`config.mk`:
```
export PLATFORM = sky130hd
export DESIGN_NAME = vga_timing_gen
export DESIGN_NICKNAME = d
export VERILOG_FILES = /design/src/rtl/vga_timing_gen.sv
export SDC_FILE = /design/constraint.sdc
export NUM_CORES = 1
export LEC_CHECK = 0
export ABC_AREA = 1
export BUFFER_PORTS_ARGS = -buffer_cell sky130_fd_sc_hd__buf_2
export CAP_MARGIN = 20
export CORE_UTILIZATION = 30
export CTS_CLUSTER_DIAMETER = 100
export DETAILED_ROUTE_END_ITERATION = 8
export PLACE_DENSITY = 0.5
export REMOVE_ABC_BUFFERS = 1
export SETUP_SLACK_MARGIN = 0.02
export SLEW_MARGIN = 20
export SYNTH_ARGS = -nofsm -noshare
export SYNTH_HDL_FRONTEND = slang
export SYNTH_SLANG_ARGS = --single-unit
```
`constraint.sdc`:
```
create_clock -name px_clk -period 1.7 [get_ports px_clk]
set_input_delay 0 -clock px_clk [delete_from_list [all_inputs] [get_ports px_clk]]
set_output_delay 0 -clock px_clk [all_outputs]
set_load 0.01 [all_outputs]
```
`src/rtl/vga_timing_gen.sv`:
```
// VGA raster timing generator: free-running h/v counters -> registered x/y, activevideo, syncs, frame_start.
// Latency: outputs reflect the counters one px_clk earlier; with VGA_SYNC_DELAY_EN, hsync/vsync trail by PIPE_DELAY more.
// No backpressure: the raster runs every cycle; a synchronous reset restarts the frame at (0,0).
module vga_timing_gen #(
  parameter int   H_ACTIVE   = 640,
  parameter int   H_FP       = 24,
  parameter int   H_SYNC     = 40,
  parameter int   H_BP       = 128,
  parameter int   V_ACTIVE   = 480,
  parameter int   V_FP       = 9,
  parameter int   V_SYNC     = 3,
  parameter int   V_BP       = 28,
  parameter logic H_POL      = 1'b0,
  parameter logic V_POL      = 1'b0,
  parameter int   PIPE_DELAY = 2,
  localparam int  H_TOTAL       = H_ACTIVE + H_FP + H_SYNC + H_BP,
  localparam int  V_TOTAL       = V_ACTIVE + V_FP + V_SYNC + V_BP,
  localparam int  X_COORD_WIDTH = $clog2(H_TOTAL),
  localparam int  Y_COORD_WIDTH = $clog2(V_TOTAL)
) (
  input  logic                     px_clk,
  input  logic                     reset,
  output logic [X_COORD_WIDTH-1:0] x_px_o,
  output logic [Y_COORD_WIDTH-1:0] y_px_o,
  output logic                     activevideo_o,
  output logic                     hsync_o,
  output logic                     vsync_o,
  output logic                     frame_start_o
);

  localparam int XW = X_COORD_WIDTH;
  localparam int YW = Y_COORD_WIDTH;

  // Counter thresholds sized to the counters so every compare is width-exact.
  localparam logic [XW-1:0] H_LAST   = XW'(H_TOTAL - 1);
  localparam logic [XW-1:0] H_ACT_END = XW'(H_ACTIVE);
  localparam logic [XW-1:0] HS_BEG   = XW'(H_ACTIVE + H_FP);
  localparam logic [XW-1:0] HS_END   = XW'(H_ACTIVE + H_FP + H_SYNC);
  localparam logic [YW-1:0] V_LAST   = YW'(V_TOTAL - 1);
  localparam logic [YW-1:0] V_ACT_END = YW'(V_ACTIVE);
  localparam logic [YW-1:0] VS_BEG   = YW'(V_ACTIVE + V_FP);
  localparam logic [YW-1:0] VS_END   = YW'(V_ACTIVE + V_FP + V_SYNC);

  logic [XW-1:0] h_cnt_q, h_cnt_d;
  logic [YW-1:0] v_cnt_q, v_cnt_d;
  logic          h_act, v_act, hs_raw, vs_raw;

  logic [XW-1:0] x_px_q;
  logic [YW-1:0] y_px_q;
  logic          av_q, hs_q, vs_q, fs_q;

  // Next raster position; the increment is only taken below the wrap point so it never overshoots.
  always_comb begin
    h_cnt_d = h_cnt_q;
    v_cnt_d = v_cnt_q;
    if (h_cnt_q == H_LAST) begin
      h_cnt_d = '0;
      if (v_cnt_q == V_LAST) v_cnt_d = '0;
      else                   v_cnt_d = v_cnt_q + YW'(1);
    end else begin
      h_cnt_d = h_cnt_q + XW'(1);
    end
  end

  // Region decode of the current counters.
  always_comb begin
    h_act  = (h_cnt_q < H_ACT_END);
    v_act  = (v_cnt_q < V_ACT_END);
    hs_raw = (h_cnt_q >= HS_BEG) && (h_cnt_q < HS_END);
    vs_raw = (v_cnt_q >= VS_BEG) && (v_cnt_q < VS_END);
  end

  // Raster counters.
  always_ff @(posedge px_clk) begin
    if (reset) begin
      h_cnt_q <= '0;
      v_cnt_q <= '0;
    end else begin
      h_cnt_q <= h_cnt_d;
      v_cnt_q <= v_cnt_d;
    end
  end

  // Output register: sync levels are stored already at pin polarity.
  always_ff @(posedge px_clk) begin
    if (reset) begin
      x_px_q <= '0;
      y_px_q <= '0;
      av_q   <= 1'b0;
      hs_q   <= ~H_POL;
      vs_q   <= ~V_POL;
      fs_q   <= 1'b0;
    end else begin
      x_px_q <= h_act ? h_cnt_q : '0;
      y_px_q <= v_act ? v_cnt_q : '0;
      av_q   <= h_act && v_act;
      hs_q   <= hs_raw ? H_POL : ~H_POL;
      vs_q   <= vs_raw ? V_POL : ~V_POL;
      fs_q   <= (h_cnt_q == '0) && (v_cnt_q == '0);
    end
  end

  assign x_px_o        = x_px_q;
  assign y_px_o        = y_px_q;
  assign activevideo_o = av_q;
  assign frame_start_o = fs_q;

`ifdef VGA_SYNC_DELAY_EN
  logic [PIPE_DELAY-1:0] hs_dly_q, vs_dly_q;

  // Sync delay line matching the renderer pipeline; reset flushes any partial pulse.
  always_ff @(posedge px_clk) begin
    if (reset) begin
      hs_dly_q <= {PIPE_DELAY{~H_POL}};
      vs_dly_q <= {PIPE_DELAY{~V_POL}};
    end else begin
      hs_dly_q[0] <= hs_q;
      vs_dly_q[0] <= vs_q;
      for (int i = 1; i < PIPE_DELAY; i++) begin
        hs_dly_q[i] <= hs_dly_q[i-1];
        vs_dly_q[i] <= vs_dly_q[i-1];
      end
    end
  end

  assign hsync_o = hs_dly_q[PIPE_DELAY-1];
  assign vsync_o = vs_dly_q[PIPE_DELAY-1];
`else
  // Without the delay line the depth parameter has no effect.
  logic unused_pipe_delay;
  assign unused_pipe_delay = (PIPE_DELAY >= 1);
  assign hsync_o = hs_q;
  assign vsync_o = vs_q;
`endif

endmodule

```
# Yosys cells after proc, flatten, opt, wreduce, memory -nomap -nowiden

Index checks and enable logic that the tools add are counted.
W data, S select, Z words.

Logic and storage cells: 32
Input port bits: 2
Output and inout bits: 24
Register bits: 44

Mux-type cells: 3
Eq/ne operators: 2
Bitwise gates (word level): 2
Add/subtract/negate cells: 2
$lt $le $gt $ge: 6
Reductions and logical operators: 9

Operator list:

| operator                | number |
|---|---|
| $add A10 B1 Y10 const B | 2 |
| $eq A10 B10 Y1 const B  | 2 |
| $logic_not A10 Y1       | 2 |
| $lt A10 B10 Y1 const B  | 2 |
| $lt A10 B9 Y1 const B   | 2 |
| $ge A10 B10 Y1 const B  | 1 |
| $ge A10 B9 Y1 const B   | 1 |
| $mux W10                | 1 |
| $reduce_or A2 Y1        | 3 |
| $logic_and A1 B1 Y1     | 4 |
| $mux W1                 | 2 |
| $not A1 Y1              | 2 |

# Logic depth before layout (Yosys ltp)

Gate-level depths: netlist of run 1.

Word-level depth: 3
Gate-level depth with buffers: 9
Gate-level depth less buffers: 9

# Least setup slack after synthesis of run 1

OpenSTA, ideal clock, no wires.

Path kind: register to register
Start: register h_cnt_q[0]
End: register v_cnt_q[7]
Setup time: 0.113 ns
Required time: 1.587 ns
Path slack: 0.360 ns
Stages on the path, launching flop included: 9
Period minus slack after synthesis: 1.340 ns
Buffers on the path: 0
Arrival: 1.227 ns
Cell sequence: dfxtp_1 ha_1 nand2_2 nor2_4 nand2_2 nor2_4 nand3_1 nor2_1 nor2_1

Word-level cells in the longest chain between the ends: 1

Ends and longest elaborated chain:

| what                     | line | RTL |
|---|---|---|
| start: declaration       | 44   | `logic [XW-1:0] h_cnt_q, h_cnt_d;` |
| start signal: assignment | 79   | `h_cnt_q <= h_cnt_d;` |
| $eq A10 B10 Y1           | 56   | `if (h_cnt_q == H_LAST) begin` |
| end signal: assignment   | 80   | `v_cnt_q <= v_cnt_d;` |
| end: declaration         | 45   | `logic [YW-1:0] v_cnt_q, v_cnt_d;` |

No other way between the ends.
A chain may end at the register's enable or synchronous reset.

# Final worst setup path of run 1

Start: register h_cnt_q[0]
End: register v_cnt_q[1]

The elaborated chain is that of the path after synthesis.

==> impl_metrics.tcl, run 1 <==
set metrics [dict create \
    outcome "completed" \
    synth_cells 238 \
    critical_path_class "flip-flop to flip-flop" \
    nets 280 \
    grt.total_usage 0.138 \
    drt-total-wl_um 3930 \
    dpl.cell_count 339 \
    crit_slowest_cell "dfxtp_2" \
    cts.sinks 44 \
    setup_viol 0 \
    ys_types 26 \
    total_leakage_power_nw 0.984 \
    io_buffers 25 \
    required_ns 1.90 \
    critPathLaunchType "flip-flop" \
    yosysSeqAreaShare 0.475 \
    cts.path.max_buffers 2 \
    cts_tree "yes" \
    htreeDepth 2 \
    grt_pass1_vias 1401 \
    drtIter0Drc 84 \
    path_max_fanout 8 \
    ant_nets 0 \
    syn_area_um2 1850 \
    synth_ff_type "dfxtp_1" \
    post_drt_wl_per_cell_um 11.3 \
    drv_cap 0 \
    grt-ovfl-total 0 \
    synth.area.top_cells "dfxtp_1 48%, nand2_1 9.3%, nor2_1 8.9%" \
    synth_most_common_cell "nand2_1" \
    die_y_um 80.6 \
    insertion_delay_ns 0.30 \
    drcViolationCount 0 \
    rsz0062_at_grt "false" \
    async_flop_share 0 \
    clock_skew_ns 0.00368 \
    timing.setup.tns_ns 0 \
    layout-drive-gt1-share 0.223 \
    antenna_found_initial 0 \
    core_area_um2 5960 \
    worst_ir_drop_vdd_v 0.000312 \
    io_pins 26 \
    avgSynthCellArea_um2 7.79 \
    final_max_slew_viol_count 0 \
    multi_input_area_um2 835 \
    start_util 0.311 \
    grt_max_degree 15 \
    hold_viol_final 0 \
    grt_pass1_wl_um 6680 \
    cpPeakStageDelay_ns 0.38 \
    synth_top_area_cell "dfxtp_1" \
    hpwl_um 2970 \
    register_area_um2 882 \
    cts_buffers 5 \
    die_w_um 80.6 \
    worst_path_most_repeated_cell "nand2_2" \
    rows 28 \
    areaGrowthSynthToFinish_pct 18.0 \
    pwr_density_cell_nw_per_um2 836 \
    dr.pass1.iters 4 \
    cts.clk_slew.worst_paths_ns 0.09 \
    synth-edff-count 0 \
    ys_ff_latch 44 \
    clock-root-buffer "clkbuf_8" \
    die_area_um2 6490 \
    yosysWarnings 0 \
    antennaDiodeCount 0 \
    period_needed_ns 1.53 \
    synth_top_area_share 0.475 \
    n_fill_cell 649 \
    routabilityCongestion 0.763 \
    end_kind "flip-flop" \
    crit_arrival_ns 1.73 \
    finalNonFillerCells 348 \
    synth_commonest_cells "46 x nand2_1, 44 x dfxtp_1, 44 x nor2_1, 27 x inv_1, 15 x nand3_1" \
    fin_crit_sh 0.899 \
    hp-class "flip-flop to flip-flop" \
    vias_per_cell 4.45 \
    max_freq_mhz 655 \
    num_vias 1547 \
    path_cells "ha_1 -> nand3_1 -> nor2_4 -> nand2_4 -> nand2_2 -> nand2_2 -> inv_2 -> nor2_1" \
]
==> cells in the final DEF (no fill, tap or decap), drive strengths merged, types with 2 or more instances in the layout <==
master and n:
a21oi 7, buf 28, clkbuf 6, clkinvlp 2, dfxtp 44, ha 6, inv 31, nand2 52
nand3 17, nand4 5, nor2 51, nor3 8, nor4 2, o21ai 8
==> power by group <==
part	switching (mW)	internal, mW	total (mW)
Clock	0.378	0.329	0.707
Sequential	0.00841	1.04	1.05
Combinational	0.0439	0.0237	0.0676
==> worst paths after layout <==
| kind | from | end | cells past startpoint | slack, ns |
|---|---|---|---|---|
| hold / removal | h_cnt_q[0]$_SDFF_PP0_ | h_cnt_q[0]$_SDFF_PP0_ | 1 | 0.47 |
| setup / recovery | h_cnt_q[0]$_SDFF_PP0_ | v_cnt_q[1]$_SDFFE_PP0N_ | 8 | 0.17 |
| hold reg to reg | h_cnt_q[0]$_SDFF_PP0_ | h_cnt_q[0]$_SDFF_PP0_ | 1 | 0.47 |
| setup reg to reg | h_cnt_q[0]$_SDFF_PP0_ | v_cnt_q[1]$_SDFFE_PP0N_ | 8 | 0.17 |
==> final cells by class <==
class / instances / area share
Multi-Input combinational cell: 160 / 0.382
Tap cell: 75 / 0.0429
Clock buffer: 6 / 0.0378
Timing Repair Buffer: 29 / 0.0721
Sequential cell: 44 / 0.404
Clock inverter: 2 / 0.00687
Inverter: 32 / 0.0550
==> metrics by stage <==
| stage | setup WS, ns | area [µm²] | utilization | hold WS [ns] | power, mW |
|---|---|---|---|---|---|
| 5_1_grt | 0.0406 | 2190 | 0.367 | 0.500 | 1.90 |
| 6_report | 0.172 | 2190 | 0.367 | 0.472 | 1.83 |
| 3_5_place_dp | 0.0788 | 2070 | 0.348 | 0.281 | 1.14 |
| 2_1_floorplan | 0.244 | 1830 | - | 0.0669 | 1.12 |
| 4_1_cts | 0.0575 | 2180 | 0.366 | 0.500 | 1.85 |
| 3_3_place_gp | 0.145 | 2070 | 0.348 | 0.277 | 1.14 |
==> logic make-up after synthesis <==
kind of cell | Yosys count | synth area share
AOI/OAI and AO/OA | 16 | 0.0452
xor gates and xnor gates | 1 | 0.00473
adders and majority gates | 6 | 0.0405
buffers and inverters | 34 | 0.0770
DFF | 44 | 0.475
other | 1 | 0.00202
and+or+nand+nor | 136 | 0.355
==> registers in the layout, indices dropped and copies added (netlist names) <==
register,count
activevideo_o,1
frame_start_o,1
h_cnt_q,10
hsync_o,1
v_cnt_q,10
vsync_o,1
x_px_o,10
y_px_o,10
==> critical path, delay by kind of cell (launching register included) <==
kind,cells,cell delay (ns)
fa+ha+maj,1,0.21
buf+inv,1,0.10
flops,1,0.38
simple gates,6,0.74
==> timing repair <==
item,4_1_cts,5_1_grt
setup endpoints to repair,0,15
gates resized for setup,0,2
hold buffers,1,0
setup buffers,0,0
endpoints found under the hold margin,3,0
==> per-layer routing <==
layer,track usage,part of all wire
met1,0.191,0.52
met4,0.0589,0.019
met2,0.198,0.42
met5,0,0
met3,0.0352,0.039
Note: power is estimated with default switching activity, not from simulation.
==> run 2, diff against run 1 <==
==> constraint.sdc (replaced) <==
create_clock -name px_clk -period 1.7 [get_ports px_clk]
set_input_delay 0.34 -clock px_clk [delete_from_list [all_inputs] [get_ports px_clk]]
set_output_delay 0.34 -clock px_clk [all_outputs]
set_load 0.01 [all_outputs]
==> impl_metrics.tcl, run 2 (synthesis gave the netlist of run 1 again) <==
set metrics [dict create \
    outcome "completed" \
    fin_crit_sh 0.898 \
    cts.sinks 44 \
    r2r_slack_ns 0.17 \
    io_pins 26 \
    timing.setup.tns_ns 0 \
    rows 28 \
    layout-drive-gt1-share 0.224 \
    grt.met1_usage 0.191 \
    cts.clk_slew.worst_paths_ns 0.09 \
    cpPeakStageDelay_ns 0.38 \
    layout_commonest_cell "nand2_1" \
    die_w_um 80.6 \
    start_util 0.311 \
    crit_family "simple AND/OR/NAND/NOR gates" \
    vias_per_cell 4.48 \
    drtIter0Drc 69 \
    post-cts-setup-buffers 0 \
    pwr_density_cell_nw_per_um2 840 \
    cts_hold_buf 0 \
    max_freq_mhz 655 \
    die_y_um 80.6 \
    insertion_delay_ns 0.30 \
    crit_buf_inv 1 \
    drcViolationCount 0 \
    num_vias 1556 \
    ctsResizeCount 0 \
    hpwl_um 2970 \
    die_area_um2 6490 \
    worst_ir_drop_vdd_v 0.000313 \
    grt_pass1_wl_um 6680 \
    worst_path_most_repeated_cell "nand2_2" \
    path_max_fanout 8 \
    required_ns 1.90 \
    hp-class "input port to flip-flop" \
    areaGrowthSynthToFinish_pct 17.4 \
    cts.path.max_buffers 2 \
    drt-total-wl_um 3930 \
    rsz0062_at_grt "false" \
    cts_buffers 5 \
    layout_common_cells "46 x nand2_1, 44 x nor2_1, 43 x dfxtp_1, 27 x inv_1, 25 x buf_2" \
    dr.pass1.iters 4 \
    antennaDiodeCount 0 \
    total_leakage_power_nw 0.980 \
    grt-ovfl-total 0 \
    drv_cap 0 \
    antenna_found_initial 0 \
    critPathLaunchType "flip-flop" \
    grt_max_degree 15 \
    htreeDepth 2 \
    clock_skew_ns 0.00372 \
    crit_slowest_cell "dfxtp_2" \
    critical_path_class "flip-flop to flip-flop" \
    hold_viol_final 0 \
    period_needed_ns 1.53 \
    ant_nets 0 \
    crit_arrival_ns 1.73 \
    clock-root-buffer "clkbuf_8" \
    nets 279 \
    final_max_slew_viol_count 0 \
    setup_viol 0 \
    use_met2 0.198 \
    io_buffers 25 \
    grt_pass1_vias 1401 \
    grt.busiest_layer "met2" \
    core_area_um2 5960 \
    routabilityCongestion 0.763 \
    power_mw 1.83 \
    use_met3 0.0352 \
    post_drt_wl_per_cell_um 11.3 \
    grt.total_usage 0.138 \
    end_kind "flip-flop" \
    cts_tree "yes" \
    path_cells "ha_1 -> nand3_1 -> nor2_4 -> nand2_4 -> nand2_2 -> nand2_2 -> inv_2 -> nor2_1" \
]
==> run 2: cell types whose count changed in the layout (fill, tap and decap cells not counted) <==
cell	change
dlygate4sd3_1	-1
==> run 2: final timing paths <==
| path | start | to | depth (start not counted) |
|---|---|---|---|
| setup reg to reg | h_cnt_q[0]$_SDFF_PP0_ | v_cnt_q[1]$_SDFFE_PP0N_ | 8 |
| hold / removal | reset | v_cnt_q[5]$_SDFFE_PP0N_ | 2 |
| hold reg to reg | h_cnt_q[0]$_SDFF_PP0_ | h_cnt_q[0]$_SDFF_PP0_ | 1 |
| setup / recovery | h_cnt_q[0]$_SDFF_PP0_ | v_cnt_q[1]$_SDFFE_PP0N_ | 8 |
==> run 2: through the flow <==
stage | hold slack (ns) | worst slack [ns] | utilization | cells | instance area, µm²
floorplan | 0.407 | 0.244 | - | 236 | 1830
global placement | 0.484 | 0.145 | 0.348 | 339 | 2070
global route | 0.303 | 0.0406 | 0.365 | 347 | 2180
CTS | 0.294 | 0.0575 | 0.364 | 347 | 2170
finish | 0.300 | 0.173 | 0.365 | 347 | 2180
detailed placement | 0.487 | 0.0788 | 0.348 | 339 | 2070
==> run 2: metal layers <==
metal,up-vias,routed length [µm]
met3,8,141
met4,0,83
met2,27,1660
li1,813,-
met5,-,0
met1,708,2040
==> run 2: worst reg2reg max path, cell delays in order (launching register included) <==
cell,delay (ns)
dfxtp_2,0.38
ha_1,0.21
nand3_1,0.15
nor2_4,0.16
nand2_4,0.11
nand2_2,0.15
nand2_2,0.13
inv_2,0.10
nor2_1,0.04
==> run 2: layout make-up <==
type | count | area, µm²
repair buffers | 28 | 148
clock buffers | 6 | 82.6
clock inverters | 2 | 15.0
fillers | 650 | 3780
well taps | 75 | 93.8
multi-input cells | 160 | 835
inverters | 32 | 120
flip-flops and latches | 44 | 882
==> run 2: where the power goes <==
part / total [mW] / leakage [nW] / switching (mW) / internal (mW)
Combinational: 0.0658 / 0.580 / 0.0436 / 0.0222
Clock: 0.709 / 0.0434 / 0.380 / 0.329
Sequential: 1.05 / 0.357 / 0.00842 / 1.04
